<file path="src/rtl/line_buffer_ctrl.sv">
// Sequencer for a 3x3 window line buffer: FILL primes the row FIFOs, STREAM emits one window per
// accepted pixel, FLUSH drains the last rows with zero padding. Define LB_CTRL_BORDER_SKIP_EN to emit interior windows only.
module line_buffer_ctrl #(
  parameter int IMG_WIDTH   = 64,
  parameter int IMG_HEIGHT  = 48,
  parameter int COORD_WIDTH = 12
) (
  input  logic                   clk,
  input  logic                   rst,
  input  logic                   s_valid,
  output logic                   s_ready,
  output logic                   m_valid,
  input  logic                   m_ready,
  output logic                   lb_shift,
  output logic                   pad_en,
  output logic [COORD_WIDTH-1:0] win_row,
  output logic [COORD_WIDTH-1:0] win_col,
  output logic                   border_flag,
  output logic                   frame_done
);

  localparam logic [1:0] ST_FILL   = 2'd0;
  localparam logic [1:0] ST_STREAM = 2'd1;
  localparam logic [1:0] ST_FLUSH  = 2'd2;

  localparam int                     FILL_W    = $clog2(IMG_WIDTH + 2);
  localparam logic [FILL_W-1:0]      FILL_LAST = FILL_W'(IMG_WIDTH);
  localparam logic [COORD_WIDTH-1:0] C_ZERO    = COORD_WIDTH'(0);
  localparam logic [COORD_WIDTH-1:0] C_ONE     = COORD_WIDTH'(1);
  localparam logic [COORD_WIDTH-1:0] COL_LAST  = COORD_WIDTH'(IMG_WIDTH - 1);
  localparam logic [COORD_WIDTH-1:0] ROW_LAST  = COORD_WIDTH'(IMG_HEIGHT - 1);
  localparam logic [COORD_WIDTH-1:0] COL_PRE   = COORD_WIDTH'(IMG_WIDTH - 2);
  localparam logic [COORD_WIDTH-1:0] ROW_PRE   = COORD_WIDTH'(IMG_HEIGHT - 2);

`ifdef LB_CTRL_BORDER_SKIP_EN
  localparam logic SKIP_BORDER = 1'b1;
`else
  localparam logic SKIP_BORDER = 1'b0;
`endif

  logic [1:0]             r_state;
  logic [1:0]             w_next_state;
  logic                   r_run;
  logic [FILL_W-1:0]      r_fill_cnt;
  logic [COORD_WIDTH-1:0] r_cen_row;
  logic [COORD_WIDTH-1:0] r_cen_col;
  logic                   r_flush_done;
  logic                   r_m_valid;
  logic                   r_border;
  logic                   r_last;
  logic [COORD_WIDTH-1:0] r_win_row;
  logic [COORD_WIDTH-1:0] r_win_col;

  logic w_out_free;
  logic w_s_ready;
  logic w_shift;
  logic w_win_gen;
  logic w_emit;
  logic w_cen_border;
  logic w_cen_pre_last;
  logic w_cen_final;
  logic w_last_win;

  // r_cen_* is the center of the window the next shift will produce
  assign w_out_free     = !r_m_valid || m_ready;
  assign w_cen_border   = (r_cen_row == C_ZERO) || (r_cen_row == ROW_LAST) ||
                          (r_cen_col == C_ZERO) || (r_cen_col == COL_LAST);
  assign w_cen_pre_last = (r_cen_row == ROW_PRE) && (r_cen_col == COL_PRE);
  assign w_cen_final    = (r_cen_row == ROW_LAST) && (r_cen_col == COL_LAST);
  assign w_emit         = w_win_gen && !(SKIP_BORDER && w_cen_border);
  assign w_last_win     = SKIP_BORDER ? w_cen_pre_last : w_cen_final;

  assign s_ready     = w_s_ready;
  assign lb_shift    = w_shift;
  assign pad_en      = (r_state == ST_FLUSH);
  assign m_valid     = r_m_valid;
  assign win_row     = r_win_row;
  assign win_col     = r_win_col;
  assign border_flag = r_border;
  assign frame_done  = r_m_valid && m_ready && r_last;

  // Next-state, ready and shift decode
  always_comb begin
    w_next_state = r_state;
    w_s_ready    = 1'b0;
    w_shift      = 1'b0;
    w_win_gen    = 1'b0;
    case (r_state)
      ST_FILL: begin
        w_s_ready = r_run;
        w_shift   = s_valid && r_run;
        if (w_shift && (r_fill_cnt == FILL_LAST)) w_next_state = ST_STREAM;
        else                                      w_next_state = ST_FILL;
      end
      ST_STREAM: begin
        w_s_ready = w_out_free;
        w_shift   = s_valid && w_out_free;
        w_win_gen = w_shift;
        if (w_shift && w_cen_pre_last) w_next_state = ST_FLUSH;
        else                           w_next_state = ST_STREAM;
      end
      ST_FLUSH: begin
        w_shift   = !r_flush_done && w_out_free;
        w_win_gen = w_shift;
        // leave only once the final window has left the output register
        if (r_flush_done && w_out_free) w_next_state = ST_FILL;
        else                            w_next_state = ST_FLUSH;
      end
      default: w_next_state = ST_FILL;
    endcase
  end

  // State register; r_run holds s_ready low until the first edge after reset
  always_ff @(posedge clk or negedge rst) begin
    if (!rst) begin
      r_state <= ST_FILL;
      r_run   <= 1'b0;
    end else begin
      r_state <= w_next_state;
      r_run   <= 1'b1;
    end
  end

  // Priming pixel counter
  always_ff @(posedge clk or negedge rst) begin
    if (!rst)                   r_fill_cnt <= FILL_W'(0);
    else if (r_state != ST_FILL) r_fill_cnt <= FILL_W'(0);
    else if (w_shift)           r_fill_cnt <= r_fill_cnt + FILL_W'(1);
    else                        r_fill_cnt <= r_fill_cnt;
  end

  // Raster center counter, advanced by every window-producing shift
  always_ff @(posedge clk or negedge rst) begin
    if (!rst) begin
      r_cen_row <= C_ZERO;
      r_cen_col <= C_ZERO;
    end else if (w_win_gen) begin
      if (r_cen_col == COL_LAST) begin
        r_cen_col <= C_ZERO;
        r_cen_row <= (r_cen_row == ROW_LAST) ? C_ZERO : r_cen_row + C_ONE;
      end else begin
        r_cen_col <= r_cen_col + C_ONE;
      end
    end
  end

  // Marks that the last flush shift has been issued
  always_ff @(posedge clk or negedge rst) begin
    if (!rst)                          r_flush_done <= 1'b0;
    else if (r_state != ST_FLUSH)      r_flush_done <= 1'b0;
    else if (w_win_gen && w_cen_final) r_flush_done <= 1'b1;
    else                               r_flush_done <= r_flush_done;
  end

  // Output window register: loads on emit, clears on handshake, holds while stalled
  always_ff @(posedge clk or negedge rst) begin
    if (!rst) begin
      r_m_valid <= 1'b0;
      r_win_row <= C_ZERO;
      r_win_col <= C_ZERO;
      r_border  <= 1'b0;
      r_last    <= 1'b0;
    end else if (w_emit) begin
      r_m_valid <= 1'b1;
      r_win_row <= r_cen_row;
      r_win_col <= r_cen_col;
      r_border  <= w_cen_border && !SKIP_BORDER;
      r_last    <= w_last_win;
    end else if (m_ready) begin
      r_m_valid <= 1'b0;
    end
  end

endmodule

</file>
<file path="config.mk">
export PLATFORM = sky130hd
export DESIGN_NAME = line_buffer_ctrl
export DESIGN_NICKNAME = d
export VERILOG_FILES = /design/src/rtl/line_buffer_ctrl.sv
export SDC_FILE = /design/constraint.sdc
export NUM_CORES = 1
export LEC_CHECK = 0
export ABC_AREA = 1
export BUFFER_PORTS_ARGS = -buffer_cell sky130_fd_sc_hd__buf_2
export CORE_MARGIN = 2
export CORE_UTILIZATION = 30
export DETAILED_ROUTE_END_ITERATION = 8
export PLACE_DENSITY = 0.55
export SLEW_MARGIN = 40
export SYNTH_ARGS = -nofsm -noshare
export SYNTH_HDL_FRONTEND = slang
export SYNTH_SLANG_ARGS = --single-unit
</file>
<file path="constraint.sdc">
create_clock -name clk -period 1.4 [get_ports clk]
set_clock_uncertainty 0.05 [all_clocks]
set_input_delay 0.07 -clock clk [delete_from_list [all_inputs] [get_ports clk]]
set_output_delay 0.07 -clock clk [all_outputs]
set_load 0.05 [all_outputs]
</file>
# After elaboration in Yosys (flattened, before gate mapping)

Cells that the tools add are included.

Register bits: 62
Input bits: 4
Output and inout port bits: 30
Logic and storage cells: 62

Add/sub/neg operators: 3
Equal/unequal tests: 8
Multiplexer cells: 15
Reduce and logical (&&, ||, !) cells: 25

Operator list:

| operator                | count |
|---|---|
| $eq A12 B6 Y1 const B   | 4 |
| $add A12 B1 Y12 const B | 2 |
| $logic_not A12 Y1       | 2 |
| $mux W12                | 2 |
| $mux W7                 | 2 |
| $logic_and A1 B1 Y1     | 11 |
| $reduce_bool A2 Y1      | 4 |
| $add A7 B1 Y7 const B   | 1 |
| $eq A7 B7 Y1 const B    | 1 |
| $pmux W2 S3             | 1 |
| $mux W1                 | 5 |
| $logic_or A1 B1 Y1      | 4 |
| $mux W2                 | 2 |
| $pmux W1 S2             | 2 |
| $pmux W1 S3             | 1 |
| $eq A2 B1 Y1 const B    | 1 |
| $eq A2 B2 Y1 const B    | 1 |
| $logic_not A1 Y1        | 2 |
| $logic_not A2 Y1        | 1 |
| $ne A2 B2 Y1 const B    | 1 |
| $reduce_and A2 Y1       | 1 |

# Depth between registers and ports, before layout

Gate-level depths: netlist (run 1).

Depth after elaboration: 7
Depth in mapped cells: 11
Depth with buffers taken out: 11

# Least setup slack after synthesis (run 1)

No wires, ideal clock.

Path type: reg-to-reg
Start: register r_state[0]
End: register r_fill_cnt[0]
Setup time: 0.083 ns
Data arrival time: 1.937 ns
Data required time: 1.267 ns
Slack: -0.670 ns
Cell stages (with the launch flop): 11
Path buffers: 0
Clock period less this slack: 2.070 ns
Path through: dfrtp_1 -> inv_1 -> ha_1 -> inv_1 -> nor2_1 -> nand2_2 -> nand3_1 -> nand2_1 -> inv_1 -> nand3_1 -> o21ai_0

Cells in the longest elaborated chain, start to end: 3
Elaborated cells on any way between the ends: 7
Those cells by class: eq/ne: 2; mux: 2; reduce/logical: 3

Ends and longest elaborated chain:

| element                      | RTL line | RTL |
|---|---|---|
| from (decl)                  | 41       | `logic [1:0] r_state;` |
| from (signal assigned)       | 119      | `r_state <= w_next_state;` |
| $eq A2 B2 Y1                 | --       |  |
| via pad_en                   | 15       | `output logic pad_en,` |
| $pmux W1 S3                  | 88       | `case (r_state)` |
| via lb_shift                 | 14       | `output logic lb_shift,` |
| $reduce_bool A2 Y1 (no line) | --       |  |
| to (signal assigned)         | 128      | `else if (w_shift) r_fill_cnt <= r_fill_cnt + FILL_W'(1);` |
| to (signal assigned)         | 129      | `else r_fill_cnt <= r_fill_cnt;` |
| to (decl)                    | 44       | `logic [FILL_W-1:0] r_fill_cnt;` |

The timed path passes the listed nets, and every way through them passes these cells.
A chain may end at the register's enable or synchronous reset.

# Worst setup path after layout (run 1)

Start: register r_state[1]
End: output lb_shift

Cells in the longest elaborated chain, start to end: 2
Elaborated cells on any way between the ends: 4
Those cells by class: eq/ne: 2; mux: 1; reduce/logical: 1

Ends and longest elaborated chain:

| element                              | RTL line |
|---|---|
| $eq A2 B2 Y1 (tied with other cells) | 88 |
| $pmux W1 S3 (*)                      | 88 |
| to (decl)                            | 14 |

Every way passes the cells marked *; elsewhere a longest branch is shown, timed or not.

==> parameters.txt, run 1 <==
Parameter                              Value

Global route
  Total congestion overflow    0
  Initial antenna violation count    0
  First-pass GRT wire length    approximately 13 mm
  Vias in the first global route    roughly 2800
  Total routing resource utilization after global routing    between 10 and 15%
  Pin count of the biggest net entering global routing    63

Clock network
  Worst-Skew Late Latency    0.35 ns
  Root Buffer    sky130_fd_sc_hd__clkbuf_8
  TritonCTS clock tree    built
  Clock buffer count from CTS    9
  Clk pin slew, worst setup/hold paths    ~0.07 ns
  # clock sinks    62
  Maximum clock insertion buffer count    2
  Number of H-tree levels    3

Synthesis
  Post-Syn Nets    between 400 and 500
  Warnings from Yosys    0
  Proportion of synthesized chip area in sequential cells    a little under half
  Ranking of synthesized cells by area    sky130_fd_sc_hd__dfrtp_1, sky130_fd_sc_hd__nand2_1, sky130_fd_sc_hd__inv_1, sky130_fd_sc_hd__ha_1, sky130_fd_sc_hd__nand3_1
  Top-area cell type share of the netlist area    46.8%
  Average size of a mapped cell    approximately 8 um^2
  Cell area after technology mapping    approximately 0.0033 mm^2
  Cell type with the largest total area after synthesis    sky130_fd_sc_hd__dfrtp_1
  Synthesized instance count    406
  Post-synthesis sequential element count    62
  Netlist cell types    29

Cells and area
  Number of fill cells in the layout    approximately 1100
  Number of nets in the finished design    532
  Area growth syn-to-layout    43.1%
  Utilization after layout    about 44%
  Antenna diode instance count    0
  Leading cell type in the layout, fill and taps excluded    sky130_fd_sc_hd__nand2_1
  Share of post-route cells with drive strength above 1    between 30% and 40%
  Most frequent cells in the layout    sky130_fd_sc_hd__nand2_1, sky130_fd_sc_hd__dfrtp_1, sky130_fd_sc_hd__buf_4, sky130_fd_sc_hd__o21ai_1, sky130_fd_sc_hd__inv_1

Routing
  Number of iterations in the first detailed-routing pass    4
  Initial DRC Count    114
  Routed WL    8.09 mm
  Routed vias    2929
  DRC errors left    0
  Number of nets still failing antenna checks after routing    0
  Detailed-route vias per instance    approximately 4.4
  Wire per inst    12.3 um

Floorplan
  Die H    109 um
  Horizontal die dimension    around 110 um
  Total Die Area    0.0119 mm^2
  Top-level port count    34
  Number of rows in the core area    38
  Core Box Area    roughly 0.011 mm^2
  Starting utilization of the core area    30.7%

Min path
  Hold WC Path Type    in2reg
  Hold Path Stages    5

Place
  Post-placement setup slack    -0.250 ns
  Global placer's final weighted congestion    roughly 0.8
  Port Buffers    33
  Total half-perimeter wirelength after legalization and detailed placement    about 5.5 mm

Worst setup path
  Type of origin of the critical path    flip-flop
  Endpoint type of the worst setup path    output port
  Launch point of the critical path    r_state[1]$_DFF_PN0_
  End point of the critical path    lb_shift
  R2R setup slack    -0.33 ns
  R2r startpoint    r_state[0]$_DFF_PN0_
  Register-to-Register Path Depth    11
  Worst R2R End    r_cen_col[8]$_DFFE_PN0P_
  Worst EP arrival    1.64 ns
  Required time of the critical path    between 1 and 1.5 ns
  Setup Crit Path Kind    reg2out
  Crit path max fanout    3

Run
  Max-capacitance violation count    0

Timing
  Slack of the critical path    -0.355 ns
  RSZ-0062 raised after global routing    true
  Minimum period implied by the final worst setup slack    ~1.8 ns
  Final number of max-transition violations    0
  Part of the cycle the worst path needs    125%
  Endpoints failing setup    61
  Final Hold Vio Count    0
  Fmax    roughly 570 MHz

Power and ir drop
  Leakage power of the design    ~2.4 nW
  IR drop worst, VDD    ~510 uV
  Power density relative to cell area    765 mW/mm^2
  Power Total    0.00363 W

Outcome
  Failing checks    setup timing
  Outcome    complete, but fails checks
==> stage by stage <==
stage	hold slack, ns	instance area, um^2	std cells	TNS (ns)
finish	0.112	4740	660	-11.07
global placement	0.0628	4110	627	-6.41
global route	0.105	4740	660	-16.69
detailed placement	0.0629	4110	627	-10.12
CTS	0.0660	4480	653	-8.48
floorplan	-0.276	3370	406	-12.34
==> cell families (layout without fill, tap and decap cells) <==
logic type,count (synthesis),count (layout),synth area share (%)
other,1,1,0.113
xor gates and xnor gates,12,12,3.17
DFF,62,62,46.8
and+or+nand+nor,207,208,28.0
buffers and inverters,55,168,7.97
AOI/OAI and AO/OA,57,57,9.37
adders and majority gates,12,12,4.53
==> critical path, stage by stage (launching register included) <==
cell and delay, ns:
sky130_fd_sc_hd__dfrtp_2 0.45, sky130_fd_sc_hd__ha_4 0.19, sky130_fd_sc_hd__inv_4 0.06, sky130_fd_sc_hd__nor2_4 0.04, sky130_fd_sc_hd__nand2_4 0.08, sky130_fd_sc_hd__nand3_2 0.08, sky130_fd_sc_hd__nand2_2 0.11, sky130_fd_sc_hd__clkinvlp_4 0.12
sky130_fd_sc_hd__buf_8 0.16
==> layer usage <==
metal  GRT usage, %  wire, um  up-vias
met1           18.6      3830     1376
met2           22.7      3870       34
met3           3.05       233       10
met5              0         0        -
li1               -         -     1509
met4           6.59       155        0
==> how the worst min path moves through the flow <==
| stage | from | end | slack (ns) |
|---|---|---|---|
| 2_1_floorplan | rst | border_flag$_DFFE_PN0P_ | -0.28 |
| 3_3_place_gp | rst | r_fill_cnt[4]$_DFFE_PN0P_ | 0.06 |
| 3_5_place_dp | rst | r_fill_cnt[5]$_DFFE_PN0P_ | 0.06 |
| 4_1_cts | m_ready | m_valid$_DFFE_PN0P_ | 0.07 |
| 5_1_grt | m_ready | m_valid$_DFFE_PN0P_ | 0.11 |
| 6_report | m_ready | m_valid$_DFFE_PN0P_ | 0.11 |
==> layout make-up <==
cell class	instances	area, um^2	area share, %
Tap cell	140	175	3.69
Timing Repair Buffer	107	897	18.9
Sequential cell	62	1550	32.8
Clock buffer	14	163	3.43
Clock inverter	1	5.00	0.106
Multi-Input combinational cell	290	1760	37.1
Inverter	46	186	3.93
==> what timing repair did <==
action	CTS	global route
hold endpoints to repair	62	0
gates resized for setup	31	57
buffers inserted	10	7
gates cloned	0	2
pin swaps	6	12
hold buffers	1	0
setup endpoints to repair	62	65
==> registers in the layout (all words and copies together), names as in the netlist <==
signal and cells:
border_flag 1, win_row 12, r_last 1, r_cen_row 12
r_fill_cnt 7, r_state 2, m_valid 1, r_cen_col 12
r_run 1, r_flush_done 1, win_col 12
==> Yosys cell counts <==
| master | number |
|---|---|
| sky130_fd_sc_hd__nand2_4 | 2 |
| sky130_fd_sc_hd__nor3b_1 | 2 |
| sky130_fd_sc_hd__xor2_1 | 12 |
| sky130_fd_sc_hd__o21ai_1 | 24 |
| sky130_fd_sc_hd__nand4_1 | 4 |
| sky130_fd_sc_hd__nor2_2 | 1 |
| sky130_fd_sc_hd__a22o_1 | 1 |
| sky130_fd_sc_hd__a21oi_4 | 1 |
| sky130_fd_sc_hd__inv_1 | 43 |
| sky130_fd_sc_hd__nand4_4 | 1 |
| sky130_fd_sc_hd__nor2_1 | 36 |
| sky130_fd_sc_hd__o21ai_0 | 22 |
| sky130_fd_sc_hd__a21oi_1 | 6 |
| sky130_fd_sc_hd__nor3_1 | 6 |
| sky130_fd_sc_hd__conb_1 | 1 |
| sky130_fd_sc_hd__nand3_1 | 30 |
| sky130_fd_sc_hd__nor2_4 | 4 |
| sky130_fd_sc_hd__buf_4 | 1 |
| sky130_fd_sc_hd__nand2_1 | 114 |
| sky130_fd_sc_hd__inv_2 | 3 |
| sky130_fd_sc_hd__buf_2 | 1 |
| sky130_fd_sc_hd__buf_6 | 7 |
| sky130_fd_sc_hd__dfrtp_1 | 62 |
| sky130_fd_sc_hd__nand3b_1 | 1 |
| sky130_fd_sc_hd__o21ai_2 | 2 |
| sky130_fd_sc_hd__nand2_2 | 5 |
| sky130_fd_sc_hd__nand3_2 | 1 |
| sky130_fd_sc_hd__a21boi_0 | 1 |
| sky130_fd_sc_hd__ha_1 | 12 |
==> power breakdown <==
group	internal, W	switching, W
logic	0.000134	0.000191
clock network	0.000729	0.000668
registers	0.00185	0.0000556
No activity file was read; power rests on OpenSTA's default activity.
==> inputs of run 2 (changes only) <==
--- a/config.mk
+++ b/config.mk
@@ -5,7 +5,7 @@
 export SDC_FILE = /design/constraint.sdc
 export NUM_CORES = 1
 export LEC_CHECK = 0
-export ABC_AREA = 1
+export ABC_AREA = 0
 export BUFFER_PORTS_ARGS = -buffer_cell sky130_fd_sc_hd__buf_2
 export CORE_MARGIN = 2
 export CORE_UTILIZATION = 30
==> parameters.txt, run 2 <==
Parameter                              Value

Outcome
  Outcome    complete, but fails checks
  Failing checks    setup timing

Global route
  Total congestion overflow    0 (unchanged)
  Vias in the first global route    2619 (-7.5%)
  Total routing resource utilization after global routing    14.6% (+0.29 points)
  Initial antenna violation count    0 (unchanged)
  First-pass GRT wire length    12.7 mm (-2.8%)
  Pin count of the biggest net entering global routing    63 (unchanged)

Clock network
  Maximum clock insertion buffer count    2 (unchanged)
  # clock sinks    62 (unchanged)
  Root Buffer    sky130_fd_sc_hd__clkbuf_8
  TritonCTS clock tree    built
  Clock buffer count from CTS    9 (unchanged)
  Clk pin slew, worst setup/hold paths    0.07 ns (about the same)
  Number of H-tree levels    3 (unchanged)
  Worst-Skew Late Latency    0.34 ns (about the same)

Synthesis
  Count of flip-flops with a built-in enable after synthesis    0 (unchanged)
  Most instantiated library cell after synthesis    sky130_fd_sc_hd__nand2_1
  Commonest cells in the synthesized netlist    sky130_fd_sc_hd__nand2_1, sky130_fd_sc_hd__dfrtp_1, sky130_fd_sc_hd__o21ai_0
  Cell type with the largest total area after synthesis    sky130_fd_sc_hd__dfrtp_1
  Post-synthesis sequential element count    62 (unchanged)
  Top-area cell type share of the netlist area    50.8% (+3.9 points)
  Async S/R FF share, synth    100% (unchanged)
  Warnings from Yosys    0 (unchanged)
  Post-Syn Nets    342 (-19%)
  Synth Flop Type    sky130_fd_sc_hd__dfrtp_1
  Cell area after technology mapping    0.00306 mm^2 (-7.7%)
  Synthesized instance count    326 (-20%)
  Average size of a mapped cell    9.38 um^2 (+15%)
  Ranking of synthesized cells by area    sky130_fd_sc_hd__dfrtp_1, sky130_fd_sc_hd__nand2_1, sky130_fd_sc_hd__ha_1, sky130_fd_sc_hd__o21ai_0, sky130_fd_sc_hd__mux2i_1
  Proportion of synthesized chip area in sequential cells    50.8% (+3.9 points)
  Netlist cell types    47 (+62%)

Timing
  RSZ-0062 raised after global routing    true
  Final Hold Vio Count    0 (unchanged)
  Slack of the critical path    -0.661 ns (-0.306 ns)
  Hold_ws    0.146 ns (+0.0343 ns)
  Endpoints failing setup    63 (+3.3%)
  Part of the cycle the worst path needs    147% (+22 points)
  Fmax    485 MHz (-15%)
  Minimum period implied by the final worst setup slack    2.06 ns (+0.306 ns)
  Fin Setup TNS    -27.00 ns (-15.93 ns)
  Final number of max-transition violations    0 (unchanged)

Power and ir drop
  Power Total    0.00482 W (+33%)
  Leakage power of the design    2.41 nW (+1.7%)
  IR drop worst, VDD    582 uV (+14%)
  Power density relative to cell area    1050 mW/mm^2 (+37%)

Worst setup path
  Type of origin of the critical path    flip-flop
  Endpoint type of the worst setup path    flip-flop
  Worst EP arrival    2.24 ns (+0.60 ns)
  Required time of the critical path    1.58 ns (+0.30 ns)
  Setup Crit Path Kind    reg2reg
  Crit path max fanout    6 (+3)

Routing
  Detailed-route vias per instance    4.63 (+4.4%)
  Number of nets still failing antenna checks after routing    0 (unchanged)
  DRC errors left    0 (unchanged)
  Wire per inst    13.1 um (+6.6%)
  Routed vias    2673 (-8.7%)
  Number of iterations in the first detailed-routing pass    4 (unchanged)
  Routed WL    7.54 mm (-6.8%)
  Initial DRC Count    89 (-22%)

Cells and area
  Number of nets in the finished design    456 (-14%)
  Share of post-route cells with drive strength above 1    43.9% (+7.4 points)
  Leading cell type in the layout, fill and taps excluded    sky130_fd_sc_hd__nand2_1
  Utilization after layout    46.7% (+2.7 points)
  Number of fill cells in the layout    934 (-13%)
  Antenna diode instance count    0 (unchanged)
  Area growth syn-to-layout    49.9%
  Most frequent cells in the layout    sky130_fd_sc_hd__nand2_1, sky130_fd_sc_hd__dfrtp_1, sky130_fd_sc_hd__buf_4, sky130_fd_sc_hd__buf_2, sky130_fd_sc_hd__nand2_2

Run
  Max-capacitance violation count    0 (unchanged)

Floorplan
  Horizontal die dimension    105 um (-3.8%)
  Top-level port count    34 (unchanged)
  Die H    105 um (-3.8%)
  Core Box Area    0.00982 mm^2 (-9.0%)
  Number of rows in the core area    36 (-5.3%)
  Total Die Area    0.0110 mm^2 (-7.4%)
  Starting utilization of the core area    31.1% (+0.44 points)

Place
  Post-placement setup slack    -0.703 ns (-0.452 ns)
  Port Buffers    33 (unchanged)
  Total half-perimeter wirelength after legalization and detailed placement    5.19 mm (-5.8%)
  Global placer's final weighted congestion    0.843 (+6.5%)

Min path
  Hold WC Path Type    in2reg
-- run 2: cell count changes in the layout (fill, tap and decap cells not counted), moves of 7 or more --
cell	change
sky130_fd_sc_hd__nand2_2	+7
sky130_fd_sc_hd__buf_4	+7
sky130_fd_sc_hd__xor2_1	-10
sky130_fd_sc_hd__nand2_1	-35
sky130_fd_sc_hd__nor2_1	-20
sky130_fd_sc_hd__nand3_1	-14
sky130_fd_sc_hd__o21ai_1	-23
sky130_fd_sc_hd__inv_1	-27
-- run 2: where the power goes --
part           leakage [nW]  switching, W  internal, W
Sequential            0.848      0.000121      0.00193
Clock                0.0865      0.000662     0.000729
Combinational          1.48      0.000707     0.000666
Total                  2.41       0.00149      0.00333
-- run 2: cell families (layout without fill, tap and decap cells) --
group	count (synthesis)	count (layout)	share of synthesized area, %
simple gates	164	164	26.1
flops	62	62	50.8
compound gates	48	48	10.1
buf+inv	24	142	3.44
fa+ha+maj	12	12	4.91
xor+xnor	8	8	2.29
mux	7	7	2.33
other cells	1	1	0.123
-- run 2: critical path, stage by stage, from the launching register on --
cell and delay (ns):
sky130_fd_sc_hd__dfrtp_1 0.39, sky130_fd_sc_hd__or4_4 0.56, sky130_fd_sc_hd__nor4_4 0.34, sky130_fd_sc_hd__nand2b_4 0.10, sky130_fd_sc_hd__or2_4 0.28, sky130_fd_sc_hd__o41ai_4 0.23
-- run 2: path summary, 6_finish.rpt --
check	cells past startpoint	slack (ns)	start	to
max	5	-0.66	r_cen_col[7]$_DFFE_PN0P_	r_cen_row[7]$_DFFE_PN0P_
min	4	0.15	m_ready	m_valid$_DFFE_PN0P_
max reg2reg	5	-0.66	r_cen_col[7]$_DFFE_PN0P_	r_cen_row[7]$_DFFE_PN0P_
min reg2reg	2	0.41	win_row[6]$_DFFE_PN0P_	win_row[6]$_DFFE_PN0P_
max in group asynchronous	3	0.80	rst	win_col[2]$_DFFE_PN0P_
min in group asynchronous	3	0.21	rst	win_row[10]$_DFFE_PN0P_
-- run 2: cell type report --
type	instances	area, um^2	share of cell area (%)
multi-input cells	240	1700	37.0
flip-flops and latches	62	1550	33.9
repair buffers	117	962	21.0
well taps	133	166	3.63
clock buffers	14	163	3.55
inverters	10	37.5	0.819
clock inverters	1	5.00	0.109
-- run 2: through the flow --
stage	cell area [um^2]	cells
6_report	4580	577
5_1_grt	4580	577
4_1_cts	4440	573
3_5_place_dp	3930	544
3_3_place_gp	3930	544
2_1_floorplan	3180	326
-- run 2: routing by layer --
| layer | GRT usage (%) | wire length, um | up-vias |
|---|---|---|---|
| li1 | - | - | 1334 |
| met1 | 19.5 | 3720 | 1286 |
| met2 | 22.2 | 3440 | 46 |
| met3 | 4.12 | 270 | 7 |
| met4 | 5.81 | 114 | 0 |
| met5 | 0 | 0 | - |
-- run 2: timing repair --
action / 4_1_cts / 5_1_grt
hold buffers: 1 / 0
endpoints found under the setup margin: 64 / 64
pin swaps: 34 / 29
cloned: 1 / 1
buffers inserted: 12 / 9
gates resized for setup: 69 / 37
endpoints found under the hold margin: 62 / 0
